**config.mk**
```make
export PLATFORM = sky130hd
export DESIGN_NAME = axis_burst_receiver
export DESIGN_NICKNAME = d
export VERILOG_FILES = /design/src/rtl/axis_burst_receiver.sv
export SDC_FILE = /design/constraint.sdc
export NUM_CORES = 1
export LEC_CHECK = 0
export CORE_ASPECT_RATIO = 1.4
export CORE_MARGIN = 1
export CORE_UTILIZATION = 35
export DETAILED_ROUTE_END_ITERATION = 8
export GPL_TIMING_DRIVEN = 0
export PLACE_DENSITY_LB_ADDON = 0.1
export SYNTH_ARGS = -nofsm -noshare
export SYNTH_HDL_FRONTEND = slang
export SYNTH_SLANG_ARGS = --single-unit
```
**constraint.sdc**
```tcl
create_clock -name aclk -period 8.12 [get_ports aclk]
set_clock_uncertainty 0.15 [all_clocks]
set_input_delay 2.03 -clock aclk [delete_from_list [all_inputs] [get_ports aclk]]
set_output_delay 2.03 -clock aclk [all_outputs]
set_load 0.02 [all_outputs]
```
**src/rtl/axis_burst_receiver.sv**
```systemverilog
// axis_burst_receiver
//   AXI4-Stream slave that captures one burst of up to DEPTH words into a
//   register buffer when armed by enable. The buffer is then read through
//   a registered indexed read port.
//
//   Optional feature macro: AXIS_RX_TKEEP_EN
//     When defined, adds s_axis_tkeep. Byte lanes with tkeep=0 are stored
//     as 8'h00. When undefined, all byte lanes are stored as received.
//
// Ports
//   aclk, aresetn   clock, asynchronous active-low reset
//   enable          level: arm receiver; deassert to release done
//   s_axis_*        stream slave (tdata, tvalid, tready, tlast[, tkeep])
//   rd_index        buffer read address
//   rd_data         buffer word at rd_index, one cycle later
//   count           words captured in the current/last burst (0..DEPTH)
//   done            burst captured, buffer stable
//   len_err         DEPTH words taken without tlast
module axis_burst_receiver #(
  parameter int DATA_WIDTH = 32,
  parameter int DEPTH      = 8,
  parameter int ADDR_WIDTH = 3
) (
  input  logic                  aclk,
  input  logic                  aresetn,
  input  logic                  enable,
  input  logic [DATA_WIDTH-1:0] s_axis_tdata,
  input  logic                  s_axis_tvalid,
  output logic                  s_axis_tready,
  input  logic                  s_axis_tlast,
`ifdef AXIS_RX_TKEEP_EN
  input  logic [DATA_WIDTH/8-1:0] s_axis_tkeep,
`endif
  input  logic [ADDR_WIDTH-1:0] rd_index,
  output logic [DATA_WIDTH-1:0] rd_data,
  output logic [ADDR_WIDTH:0]   count,
  output logic                  done,
  output logic                  len_err
);

  typedef enum logic [1:0] {
    IDLE,
    RECV,
    DONE
  } state_t;

  localparam logic [ADDR_WIDTH:0] LAST_SLOT = (ADDR_WIDTH+1)'(DEPTH - 1);

  state_t state, state_next;

  logic [DATA_WIDTH-1:0] mem [DEPTH];
  logic [DATA_WIDTH-1:0] wdata;
  logic                  accept;
  logic                  last_beat;

  // tready is only ever high in RECV, so accept implies state==RECV.
  assign accept    = s_axis_tvalid && s_axis_tready;
  assign last_beat = accept && (s_axis_tlast || (count == LAST_SLOT));

  always_comb begin
    wdata = s_axis_tdata;
`ifdef AXIS_RX_TKEEP_EN
    for (int unsigned b = 0; b < DATA_WIDTH/8; b++) begin
      if (!s_axis_tkeep[b]) wdata[b*8 +: 8] = '0;
    end
`endif
  end

  always_comb begin
    state_next = state;
    case (state)
      IDLE:    if (enable)    state_next = RECV;
      RECV:    if (last_beat) state_next = DONE;
      DONE:    if (!enable)   state_next = IDLE;
      default:                state_next = IDLE;
    endcase
  end

  always_ff @(posedge aclk or negedge aresetn) begin
    if (!aresetn) state <= IDLE;
    else          state <= state_next;
  end

  // tready/done are registered images of the next state, so they change on
  // the same edge as the state and never depend combinationally on inputs.
  always_ff @(posedge aclk or negedge aresetn) begin
    if (!aresetn) begin
      s_axis_tready <= 1'b0;
      done          <= 1'b0;
      count         <= '0;
      len_err       <= 1'b0;
      rd_data       <= '0;
    end else begin
      s_axis_tready <= (state_next == RECV);
      done          <= (state_next == DONE);
      rd_data       <= mem[rd_index];
      if (state == IDLE && enable) begin
        count   <= '0;
        len_err <= 1'b0;
      end else if (accept) begin
        count <= count + (ADDR_WIDTH+1)'(1);
        if (count == LAST_SLOT && !s_axis_tlast) len_err <= 1'b1;
      end
    end
  end

  // Buffer contents are deliberately not reset.
  always_ff @(posedge aclk) begin
    if (accept) mem[count[ADDR_WIDTH-1:0]] <= wdata;
  end

endmodule

```
==> metrics.cfg <==
[outcome]
status = finished with violations
failed_checks = design-rule violations

[synth]
yosys.area_share.simple = 0.0125
synthCells = 451
synth.top_cell.area_share = 0.697
ys.flop_type = edfxtp_1
syn-num-nets = 492
synth_seq_cells = 297
synth_compound_area_frac = 0.00522
mappedNetlistArea_um2 = 11000
async_reset_ff_frac = 0.138
yosysMostFrequentCell = edfxtp_1
synth_common_cells = edfxtp_1, dfrtp_1, mux4_1
synth-xor-area-share = 0.00159
synthAdderAreaFrac = 0.00113
synth_top_family_by_area = multiplexers
seq_area_frac_synth = 0.790
postSynthAreaPerCell_um2 = 24.4
ys_top_cells_by_area = edfxtp_1, mux4_1, dfrtp_1
synth_top_area_cell = edfxtp_1
ys.warnings.count = 0
synth_edf_count = 256
synth_cell_type_count = 27
synth.area.mux_share = 0.177

[grt]
grt_usage = 0.148
grt_pass1_vias = 5491
overflow = 0
antenna_found_initial = 0
grt_max_degree = 29
grt_pass1_wl_um = 34600

[cts]
cts_setup_buffers = 0
clk_latency_ps = 540
cts.repair.resized = 0
cts_sinks = 297
cts_tree = yes
clkTransAtPathRegs_ps = 60
clock-root-buffer = clkbuf_16
ctsLongestPathBuffers = 3
cts_buffers = 29
postCtsHoldBufs = 0
cts-htree-levels = 1

[pwr]
peakVddDrop_mv = 0.181
p_leak_nw = 4.58
power.density_nw_per_um2 = 270
total_power_mw = 3.66

[place]
dpl.hpwl_um = 14900
io_buffers = 75
place.gp.congestion = 0.712
dp.cells = 942
dp_worst_setup_slack_ps = 3530

[drt]
drtAntennaViolNets = 0
drc = 10
drtIter0Drc = 292
drt_pass1_iterations = 6
routed-via-count = 4944
wire_per_inst_um = 23.1
avgViaCountPerCell = 4.97
totalWireLength_um = 23000

[floorplanning]
initial_core_util = 0.357
die_w_um = 152
die_area_um2 = 32200
rows = 76
io-pin-count = 79
die_height_um = 212
coreArea_um2 = 30900

[setup_path]
timing.rr.end = mem[0][25]$_DFFE_PP_
critical_path_class = input pin to flip-flop
path_max_fanout = 10
ff2ff_path_depth = 6
cp-start-kind = input pin
r2r_slack_ps = 5690
reg2reg_from = s_axis_tready$_DFF_PN0_
required_ps = 8220
worstPathArrival_ps = 4110
cp-end-kind = flip-flop

[worst_hold_path]
hp-class = flip-flop to flip-flop
hp-start = len_err$_DFFE_PN0P_
min_to = len_err$_DFFE_PN0P_
whs_path_depth = 1

[finish]
area_growth_pct = 22.9
drive_gt1_frac = 0.246
nNetsFinal = 624
fin_util = 0.439
fin_cells = 995
nFillCells = 2636
antenna_cells = 0

[timing]
tightestPinTransition_ps = 900
setup_ws_ps = 4110
timing.final.crit_period_ps = 4010
hold_violations = 0
fmax_mhz = 249
setup_violations = 0
slew_violations = 0
post-route-period-util = 0.494
maxSlewHeadroom = 0.400
rsz0062_at_grt = false

[flow_run]
drv_cap = 0

## routing by layer
metal | up-vias | routed length [um] | share of wire | GRT usage
li1 | 2189 | - | - | -
met1 | 2633 | 9350 | 0.41 | 0.181
met2 | 89 | 12300 | 0.54 | 0.271
met3 | 33 | 780 | 0.034 | 0.0206
met4 | 0 | 494 | 0.022 | 0.0486
met5 | - | 0 | 0 | 0
## state kept, by name, summed over array words and instances (netlist names)
name and count:
count 4, done 1, len_err 1, mem 256, rd_data 32, s_axis_tready 1
state 2
## where the power goes
part           internal, mW  switching (mW)
clock                 0.769           0.556
sequential             1.83          0.0529
combinational         0.209           0.246
total                  2.81           0.855
## cells in the final DEF, fill, tap and decap left out, types with 2 or more instances in the layout
cell type        netlist  layout
nor2_4                 0       3
bufinv_16              0       3
nand3_1                4       4
nor3_2                 0       4
edfxtp_1             256     256
dfrtp_1               41      41
buf_6                  7      20
nand2b_1               2       2
o31a_1                 2       2
buf_1                  4       4
buf_4                  0       8
mux2_2                32      32
nor2_1                 8       5
clkdlybuf4s50_1        0      74
mux4_1                40      40
buf_2                  6       7
xor2_1                 2       2
clkbuf_8               0       2
o41ai_1                2       2
nand2_1                3       3
mux4_2                24      24
a21oi_1                2       2
buf_12                 0       3
clkbuf_16              0      29
clkinv_1               0       3
clkbuf_1               2       7
nor3b_1                2       2
clkinv_2               0       8
clkinvlp_4             0       2
## critical path: stages
cell and delay (ps):
clkdlybuf4s50_1 530, nand2_1 90, clkbuf_1 270, nor4_2 520
buf_4 280, buf_4 190, buf_4 190
## kinds of logic (layout without fill, tap and decap cells)
group	count (synthesis)	after routing
DFF	297	297
muxes	96	96
and+or+nand+nor	27	27
adders and majority gates	1	1
buffers and inverters	20	174
AOI/OAI and AO/OA	8	8
xor gates and xnor gates	2	2
## how the worst max path moves through the flow
| stage | startpoint | to | slack [ps] |
|---|---|---|---|
| 6_report | s_axis_tvalid | mem[0][25]$_DFFE_PP_ | 4110 |
| 5_1_grt | s_axis_tvalid | mem[0][25]$_DFFE_PP_ | 3960 |
| 4_1_cts | s_axis_tvalid | mem[0][21]$_DFFE_PP_ | 4090 |
| 3_5_place_dp | s_axis_tvalid | mem[0][29]$_DFFE_PP_ | 3530 |
| 3_3_place_gp | s_axis_tvalid | mem[0][29]$_DFFE_PP_ | -2250 |
| 2_1_floorplan | s_axis_tvalid | mem[0][0]$_DFFE_PP_ | 2090 |
## through the flow
| step | setup TNS (ps) | hold WS [ps] | area [um^2] |
|---|---|---|---|
| global placement | -111520 | 333 | 12300 |
| CTS | 0 | 360 | 13600 |
| floorplan | 0 | 367 | 11000 |
| finish | 0 | 347 | 13600 |
| detailed placement | 0 | 345 | 12600 |
| global route | 0 | 376 | 13600 |
## layout make-up
| class | instances | area (um^2) | area share |
|---|---|---|---|
| buffer | 19 | 131 | 0.00969 |
| clock buffer | 36 | 772 | 0.0570 |
| clock inverter | 17 | 165 | 0.0122 |
| inverter | 1 | 3.75 | 0.000277 |
| multi-input combinational | 134 | 2230 | 0.164 |
| sequential | 297 | 8710 | 0.643 |
| tap | 390 | 488 | 0.0360 |
| timing repair buffer | 101 | 1050 | 0.0778 |
No activity file was read; power rests on OpenSTA's default activity.
